## src/rtl/mux_sel_sequencer_pkg.sv

```systemverilog
// mux_sel_sequencer_pkg: shared select codes, switch encodings and select-step helper
package mux_sel_sequencer_pkg;
  localparam logic [1:0] SEL_A = 2'b00;
  localparam logic [1:0] SEL_B = 2'b01;
  localparam logic [1:0] SEL_C = 2'b10;
  localparam logic [1:0] SEL_D = 2'b11;
  typedef enum logic {MODE_MANUAL = 1'b0, MODE_AUTO = 1'b1} mode_e;
  typedef enum logic {DIR_UP = 1'b0, DIR_DOWN = 1'b1} dir_e;
  function automatic logic [1:0] next_sel(input logic [1:0] s, input dir_e dir);
    return (dir == DIR_DOWN) ? s - 2'd1 : s + 2'd1;
  endfunction
endpackage

```

## src/rtl/mux_sel_sequencer_btn_debounce.sv

```systemverilog
// btn_debounce: 2-flop synchronizer, stability counter and press detector for one raw button
//   i_clk, i_rst_n : clock, async active-low reset
//   i_raw          : raw bouncy active-high button
//   o_level        : debounced level
//   o_press        : one-cycle pulse after the debounced level rises
module btn_debounce
  import mux_sel_sequencer_pkg::*;
#(
  parameter int unsigned DEB_CYCLES = 500000
) (
  input  logic i_clk,
  input  logic i_rst_n,
  input  logic i_raw,
  output logic o_level,
  output logic o_press
);
  localparam int unsigned CW = $clog2(DEB_CYCLES + 1);
  logic [1:0]    r_sync;
  logic [CW-1:0] r_cnt;
  logic          r_level;
  logic          r_press;
  logic          w_diff;
  logic          w_done;
  assign w_diff = r_sync[1] != r_level;
  // the DEB_CYCLES-th consecutive mismatching sample commits the new level
  assign w_done = w_diff && (r_cnt == CW'(DEB_CYCLES - 1));
  always_ff @(posedge i_clk or negedge i_rst_n) begin
    if (!i_rst_n) begin
      r_sync  <= '0;
      r_cnt   <= '0;
      r_level <= 1'b0;
      r_press <= 1'b0;
    end else begin
      r_sync  <= {r_sync[0], i_raw};
      r_cnt   <= (w_diff && !w_done) ? r_cnt + 1'b1 : '0;
      r_level <= w_done ? r_sync[1] : r_level;
      r_press <= w_done && r_sync[1];
    end
  end
  assign o_level = r_level;
  assign o_press = r_press;
endmodule

```

## src/rtl/mux_sel_sequencer.sv

```systemverilog
// mux_sel_sequencer: debounced button/switch front end producing EN and a stepping 2-bit select
//   i_clk, i_rst_n        : clock, async active-low reset
//   i_step_btn, i_en_btn  : raw bouncy pushbuttons (step, enable toggle)
//   i_mode, i_dir         : slide switches (0 manual / 1 auto, 0 up / 1 down)
//   o_en, o_s             : registered selector enable and code
//   o_step_pulse          : one-cycle strobe in the cycle o_s takes its new value
module mux_sel_sequencer
  import mux_sel_sequencer_pkg::*;
#(
  parameter int unsigned DEB_CYCLES = 500000,
  parameter int unsigned SCAN_DIV   = 50000000
) (
  input  logic       i_clk,
  input  logic       i_rst_n,
  input  logic       i_step_btn,
  input  logic       i_en_btn,
  input  logic       i_mode,
  input  logic       i_dir,
  output logic       o_en,
  output logic [1:0] o_s,
  output logic       o_step_pulse
);
  localparam int unsigned PW = $clog2(SCAN_DIV);
  logic [1:0]    r_mode_sync;
  logic [1:0]    r_dir_sync;
  logic [PW-1:0] r_presc;
  logic          r_en;
  logic [1:0]    r_s;
  logic          r_pulse;
  logic          w_step_press;
  logic          w_en_press;
  logic [1:0]    w_unused_levels;
  logic          w_auto;
  logic          w_scan;
  logic          w_tick;
  logic          w_advance;
  btn_debounce #(.DEB_CYCLES(DEB_CYCLES)) u_step_deb (
    .i_clk   (i_clk),
    .i_rst_n (i_rst_n),
    .i_raw   (i_step_btn),
    .o_level (w_unused_levels[0]),
    .o_press (w_step_press)
  );
  btn_debounce #(.DEB_CYCLES(DEB_CYCLES)) u_en_deb (
    .i_clk   (i_clk),
    .i_rst_n (i_rst_n),
    .i_raw   (i_en_btn),
    .o_level (w_unused_levels[1]),
    .o_press (w_en_press)
  );
  assign w_auto    = mode_e'(r_mode_sync[1]) == MODE_AUTO;
  // prescaler only runs while scanning; any pause restarts a full period
  assign w_scan    = w_auto && r_en;
  assign w_tick    = w_scan && (r_presc == PW'(SCAN_DIV - 1));
  // uses the pre-toggle EN so a same-cycle EN press cannot block or enable this step
  assign w_advance = r_en && (w_auto ? w_tick : w_step_press);
  always_ff @(posedge i_clk or negedge i_rst_n) begin
    if (!i_rst_n) begin
      r_mode_sync <= '0;
      r_dir_sync  <= '0;
      r_presc     <= '0;
      r_en        <= 1'b0;
      r_s         <= SEL_A;
      r_pulse     <= 1'b0;
    end else begin
      r_mode_sync <= {r_mode_sync[0], i_mode};
      r_dir_sync  <= {r_dir_sync[0], i_dir};
      r_presc     <= (w_scan && !w_tick) ? r_presc + 1'b1 : '0;
      r_en        <= w_en_press ? !r_en : r_en;
      r_s         <= w_advance ? next_sel(r_s, dir_e'(r_dir_sync[1])) : r_s;
      r_pulse     <= w_advance;
    end
  end
  assign o_en         = r_en;
  assign o_s          = r_s;
  assign o_step_pulse = r_pulse;
endmodule

```

## config.mk

```make
export PLATFORM = sky130hd
export DESIGN_NAME = mux_sel_sequencer
export DESIGN_NICKNAME = d
export VERILOG_FILES = /design/src/rtl/mux_sel_sequencer_pkg.sv /design/src/rtl/mux_sel_sequencer_btn_debounce.sv /design/src/rtl/mux_sel_sequencer.sv
export SDC_FILE = /design/constraint.sdc
export NUM_CORES = 1
export LEC_CHECK = 0
export CORE_AREA = 2 2 92 94
export CTS_CLUSTER_SIZE = 28
export DETAILED_ROUTE_END_ITERATION = 7
export DIE_AREA = 0 0 94 96
export PLACE_DENSITY = 0.66
export SYNTH_ARGS = -nofsm -noshare
export SYNTH_HDL_FRONTEND = slang
export SYNTH_SLANG_ARGS = --single-unit
```

## constraint.sdc

```tcl
create_clock -name i_clk -period 2.65 [get_ports i_clk]
set_input_delay 0.265 -clock i_clk [delete_from_list [all_inputs] [get_ports i_clk]]
set_output_delay 0.265 -clock i_clk [all_outputs]
set_load 0.02 [all_outputs]
```

== Word-level counts from Yosys, hierarchy flattened ==
Cells that the tools add are included.
Word-level totals
  flip-flop bits (word level): 80
  output and inout port bits: 4
  logic and storage cells: 43
Cells by class
  $add $sub $neg: 5
  equal/unequal tests: 5
  multiplexer cells: 5
  reduce and logical (&&, ||, !) cells: 14
Operator list (number)
  $add A19 B1 Y19 const B: 2
  $eq A19 B19 Y1 const B: 2
  $mux W19: 2
  $add A26 B1 Y26 const B: 1
  $eq A26 B26 Y1 const B: 1
  $mux W26: 1
  $logic_and A1 B1 Y1: 10
  $logic_not A1 Y1: 4
  $add A2 B1 Y2 const B: 1
  $mux W2: 1
  $ne A1 B1 Y1: 2
  $sub A2 B1 Y2 const B: 1
  $mux W1: 1

== Depth between registers and ports, before layout ==
Gate-level depths: netlist (run 1).
  word-level depth: 5
  depth in mapped cells: 7

== Hierarchy ==
A second synthesis (run 1) with hierarchy kept.
Unflattened totals
  cells, all modules: 379
  area total of the unflattened synthesis: 3981.3 um^2
Modules (own cells, without submodules)
  mux_sel_sequencer: instances 1, cells each 169, area an instance 1732.9 um^2, seq. area each 850.8 um^2
  btn_debounce at u_step_deb: instances 1, cells each 105, area an instance 1124.8 um^2, seq. area each 575.6 um^2
  btn_debounce at u_en_deb: instances 1, cells each 105, area an instance 1123.6 um^2, seq. area each 575.6 um^2

== Worst setup path after synthesis (run 1) ==
OpenSTA, ideal clock, no wires.
  path kind: reg-to-reg
  start: reg r_presc[0]
  end: reg r_presc[22]
  library setup time: 0.077 ns
  data arrival time: 1.859 ns
  data required time: 2.573 ns
  setup slack: 0.714 ns
  cell stages (with the launch flop): 7
  buffers on the path: 1
  clock period less this slack: 1.936 ns
  cell sequence: dfrtp_1 > ha_1 > nand3_1 > or4_1 > buf_2 > or4_1 > a21oi_1
Between the ends
  longest elaborated chain between the ends: 5
Ends and longest elaborated chain
  start, declared: RTL line mux_sel_sequencer.sv:26  | logic [PW-1:0] r_presc;
  start signal, assigned: RTL line mux_sel_sequencer.sv:68  | r_presc <= (w_scan && !w_tick) ? r_presc + 1'b1 : '0;
  parallel branches: the longest is 4 deep, another holds $add A26 B1 Y26
  $mux W26 (*): RTL line mux_sel_sequencer.sv:68
Mark *: on every way between the ends.
A chain may end at the register's enable or synchronous reset.

== Final worst setup path (run 1) ==
  start: reg r_presc[10]
  end: reg r_presc[14]
The elaborated chain is that of the path after synthesis.

==> results of run 1 <==
## through the flow
| step | power [mW] | setup WS (ns) |
|---|---|---|
| final | 2.38 | 0.462 |
| after global routing | 2.48 | 0.267 |
| after CTS | 2.41 | 0.448 |
| after detailed placement | 1.33 | 0.492 |
| after global placement | 1.33 | 0.530 |
| after floorplan | 1.29 | 0.714 |
## cells in the final DEF (no fill, tap or decap), types with 2 or more instances in the layout
master,n
a21oi_1,23
and2_1,6
and4_1,10
buf_4,4
bufinv_16,3
clkbuf_8,10
clkdlybuf4s50_1,8
dfrtp_1,80
ha_1,3
inv_1,10
mux2_2,2
nand2_1,24
nand2b_1,3
nand3_1,22
nand4_1,16
nor2_1,42
nor3_1,4
nor4_1,5
nor4b_1,3
nor4bb_1,2
o211ai_1,3
o21ai_0,14
o31ai_1,9
or3_1,16
or4_1,11
or4b_1,3
xnor2_1,14
xor2_1,25
## power by group
part	switching (mW)	internal (mW)
Clock	0.423	0.652
Sequential	0.0108	1.23
Combinational	0.0404	0.0172
Total	0.474	1.90
## state kept, by name (all words and copies together), names as in the netlist, 2 cells and up
name / flops
r_presc: 26
u_en_deb.r_cnt: 19
u_step_deb.r_cnt: 19
o_s: 2
r_dir_sync: 2
r_mode_sync: 2
u_en_deb.r_sync: 2
u_step_deb.r_sync: 2
## logic make-up (layout without fill, tap and decap cells)
logic type	count (synthesis)	count (layout)	share of synthesized area (%)
simple gates	180	180	26.7
flops	80	80	51.5
compound gates	56	56	9.11
xor+xnor	39	39	8.79
buf+inv	20	38	2.29
fa+ha+maj	3	3	0.966
mux	2	2	0.580
## final timing paths
check,end,slack [ns],depth (start not counted)
setup / recovery,r_presc[14]$_DFF_PN0_,0.46,5
hold / removal,u_step_deb.r_cnt[12]$_DFF_PN0_,0.08,1
setup reg to reg,r_presc[14]$_DFF_PN0_,0.46,5
hold reg to reg,u_en_deb.r_sync[1]$_DFF_PN0_,0.35,0
max in group asynchronous,u_en_deb.o_press$_DFF_PN0_,1.94,1
min in group i_clk,u_en_deb.r_sync[1]$_DFF_PN0_,0.35,0
## worst max-delay path, delay by kind of cell, from the launching register on
kind / cells / cell delay (ns)
DFF: 1 / 0.45
AOI/OAI and AO/OA: 2 / 0.43
and+or+nand+nor: 2 / 0.96
buffers and inverters: 1 / 0.24
## per-layer routing
| layer | part of all wire (%) | up-vias |
|---|---|---|
| met5 | 0 | - |
| met3 | 2.7 | 10 |
| met4 | 1.5 | 0 |
| met1 | 51 | 1354 |
| li1 | - | 1411 |
| met2 | 45 | 45 |
## area by class of cell
class | instances | area (um^2)
clock buffers | 11 | 141
clock inverters | 5 | 104
fillers | 705 | 3730
inverters | 10 | 37.5
multi-input cells | 280 | 1790
flip-flops and latches | 80 | 2000
well taps | 105 | 131
repair buffers | 12 | 110
==> summary.md, run 1 <==
| Metric | Value |
|---|---|
| Antenna violations before repair | `0` |
| Gate Count Post-Synth | `380` |
| Setup CP Type | `flop to flop` |
| Clock Latency Late Sink | `0.34 ns` |
| FFs w/ async S/R, synth | `100%` |
| Post-synth cell types | `47` |
| Num rows | `33` |
| Slew @ Worst Pin | `0.978 ns` |
| # Post-CTS Setup Buffers | `0` |
| Crit-path max FO | `11` |
| CTS Root Buffer Type | `clkbuf_8` |
| Synthesis-to-finish area growth | `11.2%` |
| EDFF count, synth | `0` |
| Final critical-path required period | `2.19 ns` |
| Clk pin slew, worst setup/hold paths | `0.08 ns` |
| Hold_buf cts | `0` |
| Global routing met1 resource utilization | `24.5%` |
| Worst path max stage delay | `0.58 ns` |
| Grt total ovfl | `0` |
| Hpwl dp | `4.64 mm` |
| Critical-path top delay cell | `or4_1` |
| Inserted Diodes | `0` |
| Flops & latches, synth | `80` |
| Drt via density | `5.61` |
| Placed cells | `487` |
| Status | `complete, no violations` |
| Layout cells sized above 1 | `8.29%` |
| Cell area after synthesis | `0.00388 mm^2` |
| CTS Buf Count | `9` |
| Final hold vios | `0` |
| Sequential area share after synthesis | `51.5%` |
| Initial drt markers | `148` |
| Tightest Hold Check Type | `primary input to async pin` |
| Post-route ant nets | `0` |
| Total negative slack | `0 ns` |
| Core region area | `0.00805 mm^2` |
| Yosys Warn Count | `0` |
| Largest net degree at the start of global routing | `81` |
| Max-Cap Viols | `0` |
| Max Slew Vio Count | `0` |
| Most frequent cell after synthesis | `dfrtp_1` |
| Crit path cell chain | `or4_1 > nor4_2 > a21o_1 > buf_4 > a21oi_1` |
| IO Pins | `10` |
| H-Tree Depth | `3` |
| Biggest area consumer among synthesized cells | `dfrtp_1` |
| Setup crit start | `r_presc[10]$_DFF_PN0_` |
| Top Usage Layer GRT | `met2` |
| WL/cell | `13.7 um` |
| Non-Filler Instances | `503` |
| CTS tree | `yes` |
| Final instance area | `0.00432 mm^2` |
| Dpl cell area | `0.00408 mm^2` |
| CTS Sinks | `80` |
| Pleak | `1.68 nW` |
| Initial Util | `48.3%` |
| Met3 Usage GRT | `2.82%` |
| Top cell type's share of synthesized area | `51.5%` |
| Layout Nets | `402` |
| First-pass GRT wire length | `12.2 mm` |
| Fmax | `457 MHz` |
| CP endpoint kind | `flop` |
| I/O Buffers | `9` |
| Die W | `94 um` |
| Fin util | `53.7%` |
| RSZ-0062 raised after global routing | `false` |
| Met2 usage | `25.9%` |
| Synth Area per Inst | `10.2 um^2` |
| Max VDD drop | `0.309 mV` |
| Startpoint Class | `flop` |
| Clock skew | `0.0120 ns` |
| Critical Path AT | `2.41 ns` |
| Final wirelength | `6.89 mm` |
| Worst-case clock buffer depth | `2` |
| Req. time, crit path | `2.87 ns` |
| Die height | `96 um` |
| Power per Cell Area | `550 mW/mm^2` |
| Setup-failing EPs final | `0` |
| Number of global-route vias before repair | `2668` |
| Worst flop-to-flop path startpoint | `r_presc[10]$_DFF_PN0_` |
| # DRC | `0` |
| Post-synth top flop | `dfrtp_1` |
| Resized cells post-CTS | `0` |
| TritonRoute pass-1 iters | `4` |
| Top post-synthesis cells by area | `dfrtp_1, xor2_1, nor2_1, xnor2_1, a21oi_1` |
| Hold_ws | `0.0775 ns` |
| GRT Total Usage | `17.1%` |
| Placer congestion estimate | `0.792` |
| Period utilisation layout | `82.6%` |
| Synth cell count leaders | `dfrtp_1, nor2_1, xor2_1, nand2_1, a21oi_1` |
| Vias | `2820` |
| Relative slew margins | `34.8%` |
| Die Area | `0.00902 mm^2` |
| Syn_nets | `389` |
No activity file was read; power rests on OpenSTA's default activity.
==> run 2: changes to the inputs <==
clock period = 2.1 ns   (was 2.65 ns; I/O delays follow)
==> summary.md, run 2 (synthesis results as in run 1) <==
| Metric | Value |
|---|---|
| Status | `complete, no violations` |
| Critical-path top delay cell | `or4_1` |
| Commonest non-fill, non-tap cell in the layout | `dfrtp_1` |
| Layout cells sized above 1 | `9.43% (+1.1 points)` |
| Clock Latency Late Sink | `0.35 ns (about the same)` |
| Met2 wire len | `3.33 mm (+8.2%)` |
| Clock skew | `0.00942 ns (-0.00254 ns)` |
| Die height | `96 um (unchanged)` |
| Crit-path max FO | `5 (-6)` |
| Tightest Hold Check Type | `primary input to flop` |
| DR WL met3 | `193 um (+2.7%)` |
| Worst R2R Setup Slack | `0.09 ns (-0.37 ns)` |
| Fin util | `54.4% (+0.76 points)` |
| Reg area | `0.00200 mm^2 (about the same)` |
| Number of global-route vias before repair | `2699 (+1.2%)` |
| Vias | `2889 (+2.4%)` |
| Largest registers | `r_presc (26), u_en_deb.r_cnt (19), u_step_deb.r_cnt (19)` |
| RSZ-0062 raised after global routing | `false` |
| Filler cell count | `715 (+1.4%)` |
| WP buf/inv | `0 (-1)` |
| Critical path depth | `4 (-1)` |
| Final instance area | `0.00438 mm^2 (+1.4%)` |
| I/O Buffers | `9 (unchanged)` |
| DRT met1 WL | `3.63 mm (+3.2%)` |
| Post-route ant nets | `0 (unchanged)` |
| Setup CP Type | `flop to flop` |
| CTS Root Buffer Type | `clkbuf_8` |
| CP endpoint | `o_s[1]$_DFFE_PN0P_` |
| Crit path cell chain | `or4_1 > or4_1 > o211ai_1 > o211ai_1` |
| R2R Path End | `o_s[1]$_DFFE_PN0P_` |
| Cell family with most CP delay | `simple AND/OR/NAND/NOR gates` |
| Power per Cell Area | `683 mW/mm^2 (+24%)` |
| Fmax | `499 MHz (+9.1%)` |
| TritonRoute pass-1 iters | `4 (unchanged)` |
| Period utilisation layout | `95.5% (+13 points)` |
| Die W | `94 um (unchanged)` |
| Setup crit start | `r_presc[8]$_DFF_PN0_` |
| First-pass GRT wire length | `12.8 mm (+4.6%)` |
| Number of flip-flops in the largest register | `26 (unchanged)` |
| Highest routed layer | `met4` |
| Worst reg-to-reg path cell count | `4 (-1)` |
| Placer congestion estimate | `0.793 (+0.14%)` |
| Worst-case clock buffer depth | `2 (unchanged)` |
| CTS tree | `yes` |
| Max-Cap Viols | `0 (unchanged)` |
| Hpwl dp | `4.90 mm (+5.6%)` |
| Startpoint Class | `flop` |
| Layout Nets | `407 (+1.2%)` |
| Critical Path AT | `2.23 ns (-0.18 ns)` |
| Initial drt markers | `122 (-18%)` |
| Synthesis-to-finish area growth | `12.8%` |
| Initial Util | `48.3% (unchanged)` |
| CTS Sinks | `80 (unchanged)` |
| Pleak | `1.70 nW (+1.4%)` |
| Slew @ Worst Pin | `0.489 ns (-0.488 ns)` |
| Antenna violations before repair | `0 (unchanged)` |
| # Post-CTS Setup Buffers | `0 (unchanged)` |
| Dpl cell area | `0.00413 mm^2 (+1.4%)` |
| Core region area | `0.00805 mm^2 (unchanged)` |
| CP endpoint kind | `flop` |
| Largest reg by FF count | `r_presc` |
| Final wirelength | `7.28 mm (+5.6%)` |
| Final critical-path required period | `2.01 ns (-0.183 ns)` |
| Total negative slack | `0 ns (unchanged)` |
| Clk pin slew, worst setup/hold paths | `0.08 ns (about the same)` |
| Inserted Diodes | `0 (unchanged)` |
| Pwr Total | `2.99 mW (+26%)` |
| # DRC | `0 (unchanged)` |
| Area of the multi-input gates | `0.00180 mm^2 (+0.21%)` |
| Num rows | `33 (unchanged)` |
| Worst flop-to-flop path startpoint | `r_presc[8]$_DFF_PN0_` |
| Commonest non-fill, non-tap cells in the layout | `dfrtp_1, nor2_1, xor2_1` |
| IO Pins | `10 (unchanged)` |
| Req. time, crit path | `2.32 ns (-0.55 ns)` |
| Grt total ovfl | `0 (unchanged)` |
| Largest net degree at the start of global routing | `44 (-46%)` |
| Max Slew Vio Count | `0 (unchanged)` |
| H-Tree Depth | `3 (unchanged)` |
| Drt via density | `5.69 (+1.4%)` |
| Hold_ws | `0.299 ns (+0.221 ns)` |
| Setup-failing EPs final | `0 (unchanged)` |
| Die Area | `0.00902 mm^2 (unchanged)` |
| WL/cell | `14.3 um (+4.6%)` |
| Worst path max stage delay | `0.57 ns (about the same)` |
| GRT Total Usage | `17.9% (+0.83 points)` |
| Relative slew margins | `67.4% (+33 points)` |
| CTS Buf Count | `9 (unchanged)` |
| Max VDD drop | `0.366 mV (+19%)` |
| Final hold vios | `0 (unchanged)` |
run 2: cell type report:
| cell class | count | area share (%) |
|---|---|---|
| Clock buffer | 11 | 3.00 |
| Clock inverter | 5 | 2.40 |
| Inverter | 10 | 0.857 |
| Multi-Input combinational cell | 280 | 41.0 |
| Sequential cell | 80 | 45.7 |
| Tap cell | 105 | 3.00 |
| Timing Repair Buffer | 17 | 4.00 |
run 2: worst min path at each step:
stage / to / cells past startpoint / slack [ns] / startpoint
6_report: r_dir_sync[0]$_DFF_PN0_ / 1 / 0.30 / i_dir
5_1_grt: u_step_deb.r_sync[0]$_DFF_PN0_ / 1 / 0.28 / i_step_btn
4_1_cts: r_dir_sync[0]$_DFF_PN0_ / 1 / 0.28 / i_dir
3_5_place_dp: u_step_deb.r_cnt[15]$_DFF_PN0_ / 1 / 0.21 / i_rst_n
3_3_place_gp: u_step_deb.r_cnt[17]$_DFF_PN0_ / 1 / 0.21 / i_rst_n
2_1_floorplan: o_en$_DFFE_PN0P_ / 0 / -0.09 / i_rst_n
run 2: what timing repair did:
item	4_1_cts	5_1_grt
hold endpoints to repair	37	0
gates resized for setup	0	2
hold buffers	1	0
endpoints found under the setup margin	0	4
run 2: where the power goes:
part	total (mW)	leakage [nW]	internal, mW	switching, mW
combinational	0.0814	0.496	0.0280	0.0534
sequential	1.57	1.09	1.56	0.0141
clock	1.34	0.110	0.791	0.552
total	2.99	1.70	2.37	0.619
run 2: worst reg2reg max path, stage by stage (launching register included):
cell	delay, ns
dfrtp_2	0.44
or4_1	0.54
or4_1	0.57
o211ai_1	0.21
o211ai_1	0.11
run 2: routing by layer:
| layer | vias up | track usage, % |
|---|---|---|
| met5 | - | 0 |
| met4 | 0 | 7.73 |
| met3 | 12 | 2.98 |
| met2 | 35 | 28.1 |
| met1 | 1429 | 24.8 |
| li1 | 1413 | - |
run 2: stage by stage:
stage / setup WS (ns) / std cells
after floorplan: 0.164 / 380
after global placement: 0.118 / 491
after detailed placement: 0.0755 / 491
after CTS: 0.0568 / 508
after global routing: 0.00847 / 508
final: 0.0948 / 508
